`src/rtl/fp_argmax_classifier_if.sv`:
```
// rtl/fp_argmax_classifier_if.sv - score stream in / winning class out bundle for the argmax classifier
interface fp_argmax_classifier_if #(
  parameter int IDX_W = 4
);
  logic             start;
  logic [31:0]      cos_theta;
  logic             cos_valid;
  logic [IDX_W-1:0] class_idx;
  logic [31:0]      best_cos;
  logic             class_valid;
  logic             busy;

  modport master (
    output start, cos_theta, cos_valid,
    input  class_idx, best_cos, class_valid, busy
  );

  modport slave (
    input  start, cos_theta, cos_valid,
    output class_idx, best_cos, class_valid, busy
  );
endinterface

```
`src/rtl/fp_argmax_classifier.sv`:
```
// rtl/fp_argmax_classifier.sv - picks the largest IEEE-754 cosine score of NUM_CLASSES, skipping NaNs
module fp_argmax_classifier #(
  parameter int NUM_CLASSES = 10,
  parameter int IDX_W       = 4
) (
  input  logic                  clk,
  input  logic                  rst,
  fp_argmax_classifier_if.slave bus
);

  typedef enum logic [1:0] {
    S_IDLE    = 2'd0,
    S_COLLECT = 2'd1,
    S_DONE    = 2'd2
  } state_t;

  localparam logic [IDX_W-1:0] LAST_IDX = IDX_W'(NUM_CLASSES - 1);
  localparam logic [31:0]      QNAN     = 32'h7FC0_0000;

  state_t           r_state;
  state_t           w_state_nxt;
  logic             w_restart;
  logic             w_consume;
  logic             w_last;
  logic             w_is_nan;
  logic             w_take;

  logic [IDX_W-1:0] r_cnt;
  logic             r_have;
  logic [31:0]      r_best;
  logic [IDX_W-1:0] r_best_idx;
  logic [IDX_W-1:0] r_class_idx;
  logic [31:0]      r_best_cos;

  // Total order on non-NaN floats; +0 and -0 compare equal.
  function automatic logic f_gt(input logic [31:0] a, input logic [31:0] b);
    logic w_res;
    w_res = 1'b0;
    case ({a[31], b[31]})
      2'b00:   w_res = (a[30:0] > b[30:0]);
      2'b01:   w_res = ((a[30:0] | b[30:0]) != 31'd0);
      2'b10:   w_res = 1'b0;
      default: w_res = (a[30:0] < b[30:0]);
    endcase
    return w_res;
  endfunction

  always_ff @(posedge clk) begin
    if (rst) r_state <= S_IDLE;
    else     r_state <= w_state_nxt;
  end

  always_comb begin
    w_state_nxt = r_state;
    w_restart   = 1'b0;
    w_consume   = 1'b0;
    w_last      = 1'b0;
    case (r_state)
      S_IDLE: begin
        if (bus.start) begin
          w_state_nxt = S_COLLECT;
          w_restart   = 1'b1;
        end
      end
      S_COLLECT: begin
        if (bus.start) begin
          w_restart = 1'b1;
        end else if (bus.cos_valid) begin
          w_consume = 1'b1;
          if (r_cnt == LAST_IDX) begin
            w_last      = 1'b1;
            w_state_nxt = S_DONE;
          end
        end
      end
      S_DONE:  w_state_nxt = S_IDLE;
      default: w_state_nxt = S_IDLE;
    endcase
  end

  assign w_is_nan = (bus.cos_theta[30:23] == 8'hFF) && (bus.cos_theta[22:0] != 23'd0);
  assign w_take   = w_consume && !w_is_nan && (!r_have || f_gt(bus.cos_theta, r_best));

  always_ff @(posedge clk) begin
    if (rst) begin
      r_cnt       <= '0;
      r_have      <= 1'b0;
      r_best      <= 32'd0;
      r_best_idx  <= '0;
      r_class_idx <= '0;
      r_best_cos  <= 32'd0;
    end else if (w_restart) begin
      r_cnt      <= '0;
      r_have     <= 1'b0;
      r_best     <= 32'd0;
      r_best_idx <= '0;
    end else if (w_consume) begin
      if (!w_last) r_cnt <= r_cnt + 1'b1;
      if (w_take) begin
        r_best     <= bus.cos_theta;
        r_best_idx <= r_cnt;
        r_have     <= 1'b1;
      end
      // Result registers fold in the final score so they are valid during DONE.
      if (w_last) begin
        if (w_take) begin
          r_class_idx <= r_cnt;
          r_best_cos  <= bus.cos_theta;
        end else if (r_have) begin
          r_class_idx <= r_best_idx;
          r_best_cos  <= r_best;
        end else begin
          r_class_idx <= '0;
          r_best_cos  <= QNAN;
        end
      end
    end
  end

  assign bus.class_idx   = r_class_idx;
  assign bus.best_cos    = r_best_cos;
  assign bus.class_valid = (r_state == S_DONE);
  assign bus.busy        = (r_state == S_COLLECT);

endmodule

```
`src/flat_wrapper.sv`:
```
// flat-port wrapper written by rule: the top's interface ports become plain ports
module fp_argmax_classifier_flat 
#(
  parameter int NUM_CLASSES = 10,
  parameter int IDX_W       = 4
)
  (clk, rst, bus_start, bus_cos_theta, bus_cos_valid, bus_class_idx, bus_best_cos, bus_class_valid, bus_busy);
  fp_argmax_classifier_if #(.IDX_W(IDX_W)) bus_i ();
  input  logic clk;
  input  logic rst;
  input wire logic [$bits(bus_i.start)-1:0] bus_start;
  input wire logic [$bits(bus_i.cos_theta)-1:0] bus_cos_theta;
  input wire logic [$bits(bus_i.cos_valid)-1:0] bus_cos_valid;
  output wire logic [$bits(bus_i.class_idx)-1:0] bus_class_idx;
  output wire logic [$bits(bus_i.best_cos)-1:0] bus_best_cos;
  output wire logic [$bits(bus_i.class_valid)-1:0] bus_class_valid;
  output wire logic [$bits(bus_i.busy)-1:0] bus_busy;
  assign bus_i.start = bus_start;
  assign bus_i.cos_theta = bus_cos_theta;
  assign bus_i.cos_valid = bus_cos_valid;
  assign bus_class_idx = bus_i.class_idx;
  assign bus_best_cos = bus_i.best_cos;
  assign bus_class_valid = bus_i.class_valid;
  assign bus_busy = bus_i.busy;
  fp_argmax_classifier #(.NUM_CLASSES(NUM_CLASSES), .IDX_W(IDX_W)) u_core (.clk(clk), .rst(rst), .bus(bus_i));
endmodule
```
`config.mk`:
```
export PLATFORM = sky130hd
export DESIGN_NAME = fp_argmax_classifier_flat
export DESIGN_NICKNAME = d
export VERILOG_FILES = /design/src/rtl/fp_argmax_classifier_if.sv /design/src/rtl/fp_argmax_classifier.sv /design/src/flat_wrapper.sv
export SDC_FILE = /design/constraint.sdc
export NUM_CORES = 1
export LEC_CHECK = 0
export CAP_MARGIN = 20
export CORE_UTILIZATION = 58
export DETAILED_ROUTE_END_ITERATION = 16
export PLACE_DENSITY = 0.85
export SYNTH_ARGS = -nofsm -noshare
export SYNTH_HDL_FRONTEND = slang
export SYNTH_SLANG_ARGS = --single-unit
export TNS_END_PERCENT = 10
```
`constraint.sdc`:
```
create_clock -name clk -period 8.4 [get_ports clk]
set_input_delay 2.52 -clock clk [delete_from_list [all_inputs] [get_ports clk]]
set_output_delay 2.52 -clock clk [all_outputs]
set_load 0.02 [all_outputs]
```
==> results.sh, run 1 <==
export IMPL_cp_start_kind="input pin"
export IMPL_antenna_found_initial=0
export IMPL_outcome="complete, no violations"
export IMPL_final_seq_area_um2=1580
export IMPL_hold_class="flop to flop"
export IMPL_arrival_ns=6.37
export IMPL_synth_flop_cell="dfxtp_1"
export IMPL_yosys_cell_count_top_type="dfxtp_1"
export IMPL_drive_gt1_frac=0.0521
export IMPL_crit_fanout=31
export IMPL_rsz0062_at_grt="false"
export IMPL_cts_post_setup_buffers_inserted=0
export IMPL_cp_slowest_cell="o21ai_4"
export IMPL_switching_power_mw=0.212
export IMPL_cts_inserted_buffers=9
export IMPL_diodes=0
export IMPL_finalHoldViolCount=0
export IMPL_grt_overflow=0
export IMPL_p_comb_frac=0.125
export IMPL_synthCells=574
export IMPL_drtIter0Drc=373
export IMPL_setup_viol=0
export IMPL_rows=32
export IMPL_internal_power_mw=0.566
export IMPL_first_pass_iters=5
export IMPL_cts_buffer_depth=2
export IMPL_vias_per_cell=6.19
export IMPL_dieArea_um2=8500
export IMPL_start_util=0.604
export IMPL_cts_repair_resized=0
export IMPL_wl_met1_um=5270
export IMPL_die_w_um=92.2
export IMPL_max_stage_delay_ns=0.69
export IMPL_ant_nets=0
export IMPL_ys_ff_latch=79
export IMPL_die_h_um=92.2
export IMPL_multi_input_area_um2=2670
export IMPL_top_layer_used="met4"
export IMPL_root_buffer="clkbuf_8"
export IMPL_area_growth_syn_to_layout_pct=20.5
export IMPL_port_buffers=73
export IMPL_wl_met2_um=6180
export IMPL_place_gp_congestion=0.907
export IMPL_muxShareOfSynthArea=0
export IMPL_synth_xor_area_frac=0.00371
export IMPL_grt_pass1_wl_um=20600
export IMPL_grt_pass1_vias=4303
export IMPL_met3_wirelength_um=890
export IMPL_crit_chain="clkdlybuf4s50_1, inv_1, ha_1, or4_1, nor4_2, nand4_1, o31ai_1, a31oi_1, o21ai_4, buf_4, nand3_1, a311oi_1"
export IMPL_end_kind="flop"
export IMPL_sw_frac_of_total=0.273
export IMPL_period_needed_ns=6.12
export IMPL_fin_tns_setup_ns=0
export IMPL_power_density_nw_per_um2=137
export IMPL_final_nets=728
export IMPL_synth_top_family_by_area="compound AO/OA/AOI/OAI gates"
export IMPL_yosysTopAreaCell="dfxtp_1"
export IMPL_synth_cell_type_count=44
export IMPL_synthTopCellsByArea="dfxtp_1 34%, ha_1 17%, inv_1 6.2%"
export IMPL_final_setup_skew_ns=0.0147
export IMPL_syn_area_um2=4720
export IMPL_fin_area_um2=5690
export IMPL_cap_violations=0
export IMPL_whs_ns=0.478
export IMPL_synth_warnings=0
export IMPL_routedWlPerCell_um=17.1
export IMPL_critPathKind="input pin to flop"
export IMPL_synth_top_area_share=0.335
export IMPL_cts_max_level=3
export IMPL_final_setup_worst_slack_ns=2.28
export IMPL_vdd_drop_max_uv=105
export IMPL_coreArea_um2=7810
export IMPL_ys_seq_area_frac=0.335
export IMPL_remaining_drc_errors=0
export IMPL_p_leak_nw=1.99
export IMPL_avgSynthCellArea_um2=8.22
export IMPL_synthesis_nets=674
export IMPL_place_area_um2=5440
export IMPL_cts_hold_repair_buffers=0
export IMPL_yosys_area_share_simple=0.185
export IMPL_vias=4549
export IMPL_reg2reg_from="u_core.r_best[30]$_SDFFE_PP0P_"
export IMPL_required_ns=8.65
export IMPL_async_flop_share=0
export IMPL_tightestPinTransition_ns=1.04
export IMPL_grt_util_all_layers=0.302
export IMPL_p_seq_frac=0.488
export IMPL_nFillCells=625
export IMPL_fin_util=0.728
export IMPL_hp_start="u_core.r_best_idx[1]$_SDFFE_PP0P_"
export IMPL_path_clk_slew_ns=0.09
export IMPL_clock_latency_ns=0.36
export IMPL_dp_hpwl_um=8530
export IMPL_grt_max_degree=63
export IMPL_ioPinCount=74
export IMPL_fin_crit_sh=0.728
export IMPL_cts_sinks=79
export IMPL_clkPwrFrac=0.387
export IMPL_drt_total_wl_um=12600
export IMPL_slew_headroom=0.304
export IMPL_dp_slack_ns=1.94
export IMPL_synth_compound_area_frac=0.204
export IMPL_synthTopCellsByCount="79 x dfxtp_1, 78 x inv_1, 64 x ha_1, 54 x a21oi_1, 45 x nor2_1"
export IMPL_critPathLaunch="bus_cos_theta[30]"
export IMPL_synth_edf_count=0
export IMPL_cts_tree="yes"
export IMPL_max_freq_mhz=163
export IMPL_synthAdderAreaFrac=0.170
export IMPL_slew_violations=0
## per-stage QoR
stage | total power, mW | cells
2_1_floorplan | 0.442 | 574
3_3_place_gp | 0.479 | 717
3_5_place_dp | 0.483 | 717
4_1_cts | 0.779 | 733
5_1_grt | 0.806 | 735
6_report | 0.779 | 735
## flip-flops by register name (all words and copies together), names as in the netlist
name / cells
u_core.bus.best_cos: 32
u_core.r_best: 32
u_core.r_have: 1
u_core.bus.class_idx: 4
u_core.r_cnt: 4
u_core.r_state: 2
u_core.r_best_idx: 4
## worst max-delay path, delay by kind of cell
family,cells,cell delay [ns]
AND/OR/NAND/NOR,4,1.18
buffers and inverters,3,1.05
adder cells (fa/ha/maj),1,0.32
AO/OA/AOI/OAI,4,1.29
## cell type report
cell class              count  area share
well taps                 102      0.0224
clock buffers              10      0.0242
inverters                  78      0.0515
clock inverters             6      0.0130
repair buffers             80       0.142
multi-input cells         380       0.469
flip-flops and latches     79       0.278
## power groups by stage
stage          Combinational (mW)  Clock, mW  Sequential (mW)
2_1_floorplan              0.0544          0            0.388
3_3_place_gp               0.0906          0            0.388
3_5_place_dp               0.0944          0            0.388
4_1_cts                    0.0955      0.304            0.379
5_1_grt                     0.107      0.318            0.380
6_report                   0.0974      0.302            0.380
## metal layers
metal  track usage  up-vias
li1              -     2156
met1         0.386     2152
met2         0.512      214
met3        0.0406       27
met4         0.118        0
met5             0        -
## layout by cell type, fill, tap and decap left out, types with 2 or more instances in the layout
master           synthesis  layout
a311oi_1                33      33
o21bai_1                 3       3
o31a_1                   2       2
or4_1                    2       2
nand2_1                  9       9
inv_1                   78      78
o21ai_0                 12      12
inv_6                    0       2
o31ai_1                  4       4
clkbuf_8                 0      10
a21oi_1                 54      54
buf_4                    3       5
buf_12                   0       2
a211oi_1                 4       4
nor2_1                  45      45
ha_1                    64      64
nand4_1                 37      37
nand3_1                 38      38
a31oi_1                  2       2
nor4_1                  11      11
nor2b_1                  7       7
nor3_1                   8       8
dfxtp_1                 79      79
clkinvlp_4               0       2
o21ai_1                 26      26
or2_2                    2       2
clkdlybuf4s50_1          0      73
## kinds of logic after synthesis
| family | count (synthesis) |
|---|---|
| compound gates | 148 |
| simple gates | 166 |
| fa+ha+maj | 64 |
| flops | 79 |
| buf+inv | 115 |
| xor+xnor | 2 |
## final timing paths
kind	to	slack, ns	depth (start not counted)
min reg2reg	u_core.r_best_idx[1]$_SDFFE_PP0P_	0.48	2
min	u_core.r_best_idx[1]$_SDFFE_PP0P_	0.48	2
max reg2reg	u_core.bus.best_cos[24]$_SDFFE_PP0P_	4.64	11
max	u_core.bus.best_cos[24]$_SDFFE_PP0P_	2.28	12
No activity file was read; power rests on OpenSTA's default activity.
==> inputs of run 2 (changes only) <==
Settings changed: CORE_UTILIZATION 58 to 49, PLACE_DENSITY 0.85 to 0.77.
Clock period 8.4 ns to 5.06 ns, I/O delays scaled along.
==> run 2 against run 1 <==
  * Flip-flop and latch count did not move
  * Count of clock-buffer cells in the layout fell by 1
  * Combinational power rose by 74%
  * First-iteration DRC count fell by 27%
  * Worst setup slack got worse by 1.9 ns
  * Global-route usage fell by 2.9 points
  * Critical endpoint is now u_core.bus.best_cos[4]$_SDFFE_PP0P_
==> results.sh, run 2 (synthesized netlist as in run 1, its figures left out) <==
export IMPL_outcome="complete, no violations"
export IMPL_dp_slack_ns=0.0166
export IMPL_vdd_drop_max_uv=129
export IMPL_slew_headroom=0.486
export IMPL_total_power_mw=1.43
export IMPL_ioPinCount=74
export IMPL_stdcell_count=771
export IMPL_finalHoldViolCount=0
export IMPL_cts_post_setup_buffers_inserted=0
export IMPL_fin_tns_setup_ns=0
export IMPL_cts_max_level=3
export IMPL_cts_tree="yes"
export IMPL_wl_met1_um=5800
export IMPL_place_gp_congestion=0.869
export IMPL_vias_per_cell=5.91
export IMPL_period_needed_ns=4.69
export IMPL_area_growth_syn_to_layout_pct=24.8
export IMPL_grt_pass1_vias=4443
export IMPL_cp_start_kind="input pin"
export IMPL_arrival_ns=4.96
export IMPL_ant_nets=0
export IMPL_port_buffers=73
export IMPL_hold_class="flop to flop"
export IMPL_final_setup_worst_slack_ns=0.365
export IMPL_fin_area_um2=5890
export IMPL_grt_pass1_wl_um=21700
export IMPL_cts_sinks=79
export IMPL_antenna_found_initial=0
export IMPL_first_pass_iters=7
export IMPL_coreArea_um2=9280
export IMPL_drt_total_wl_um=13200
export IMPL_top_layer_used="met4"
export IMPL_layout_commonest_cell="dfxtp_1"
export IMPL_max_stage_delay_ns=0.64
export IMPL_slew_violations=0
export IMPL_drtIter0Drc=271
export IMPL_path_clk_slew_ns=0.08
export IMPL_critPathKind="input pin to flop"
export IMPL_cp_slowest_cell="o32ai_4"
export IMPL_power_density_nw_per_um2=243
export IMPL_grt_max_degree=42
export IMPL_rsz0062_at_grt="false"
export IMPL_p_leak_nw=2.08
export IMPL_cap_violations=0
export IMPL_die_h_um=100
export IMPL_start_util=0.508
export IMPL_setup_viol=0
export IMPL_vias=4558
export IMPL_crit_chain="clkdlybuf4s50_1, inv_1, ha_1, nor3_1, o31a_1, o31a_1, nor4_4, a31oi_4, o32ai_4, buf_4, o21ai_1, a311oi_1"
export IMPL_dp_hpwl_um=9310
export IMPL_place_area_um2=5620
export IMPL_fin_crit_sh=0.928
export IMPL_rows=35
export IMPL_cts_repair_resized=0
export IMPL_end_kind="flop"
export IMPL_remaining_drc_errors=0
export IMPL_required_ns=5.32
export IMPL_wl_met2_um=6270
export IMPL_dp_cells=755
export IMPL_grt_overflow=0
export IMPL_final_setup_skew_ns=0.00841
export IMPL_cts_inserted_buffers=9
export IMPL_tightestPinTransition_ns=0.768
export IMPL_dieArea_um2=10000
export IMPL_cts_hold_repair_buffers=0
export IMPL_diodes=0
export IMPL_cts_buffer_depth=2
export IMPL_path_common_cell="o31a_1"
export IMPL_routedWlPerCell_um=17.1
export IMPL_met3_wirelength_um=831
export IMPL_grt_util_all_layers=0.273
export IMPL_crit_fanout=21
export IMPL_final_cell_mix="79 x dfxtp_1, 78 x inv_1, 73 x clkdlybuf4s50_1"
export IMPL_max_freq_mhz=213
export IMPL_clock_latency_ns=0.36
export IMPL_final_nets=737
export IMPL_drive_gt1_frac=0.0654
export IMPL_die_w_um=100
export IMPL_root_buffer="clkbuf_8"
[run 2: changes by cell type in the layout (fill, tap and decap cells not counted), sizes merged]
cell	previous run	this run
bufinv	1	4
clkbuf	10	9
clkinv	0	1
inv	81	80
clkinvlp	2	0
buf	7	16
[run 2: layout make-up]
| cell class | instances | area [um^2] |
|---|---|---|
| tap | 129 | 161 |
| fill | 817 | 3400 |
| multi-input combinational | 380 | 2670 |
| timing repair buffer | 89 | 921 |
| clock buffer | 9 | 124 |
| sequential | 79 | 1580 |
| clock inverter | 7 | 143 |
| inverter | 78 | 293 |
[run 2: per-stage QoR]
stage / hold WS [ns] / utilization
6_report: 0.471 / 0.634
2_1_floorplan: 0.444 / -
3_5_place_dp: 0.454 / 0.606
4_1_cts: 0.475 / 0.634
3_3_place_gp: 0.455 / 0.603
5_1_grt: 0.493 / 0.634
[run 2: routing by layer]
layer,track usage,vias to the layer above
met5,0,-
met4,0.115,0
met3,0.0481,22
li1,-,2175
met2,0.454,167
met1,0.350,2194
[run 2: path summary, 6_finish.rpt]
check,from,cells past startpoint,slack (ns),endpoint
setup / recovery,bus_cos_theta[1],12,0.37,u_core.bus.best_cos[4]$_SDFFE_PP0P_
hold / removal,u_core.bus.class_idx[2]$_SDFFE_PP0P_,2,0.47,u_core.bus.class_idx[2]$_SDFFE_PP0P_
setup reg to reg,u_core.r_best[2]$_SDFFE_PP0P_,11,1.63,u_core.bus.best_cos[4]$_SDFFE_PP0P_
hold reg to reg,u_core.bus.class_idx[2]$_SDFFE_PP0P_,2,0.47,u_core.bus.class_idx[2]$_SDFFE_PP0P_
[run 2: report_power, final]
| group | switching [mW] | leakage [nW] | total, mW | internal [mW] |
|---|---|---|---|---|
| logic | 0.0983 | 1.31 | 0.169 | 0.0712 |
| clock network | 0.253 | 0.134 | 0.633 | 0.380 |
| registers | 0.00482 | 0.637 | 0.631 | 0.626 |
[run 2: critical path: cells and delay by family]
family                     cells  cell delay (ns)
adders and majority gates      1             0.30
and+or+nand+nor                2             0.39
AOI/OAI and AO/OA              6             1.76
buffers and inverters          3             0.97
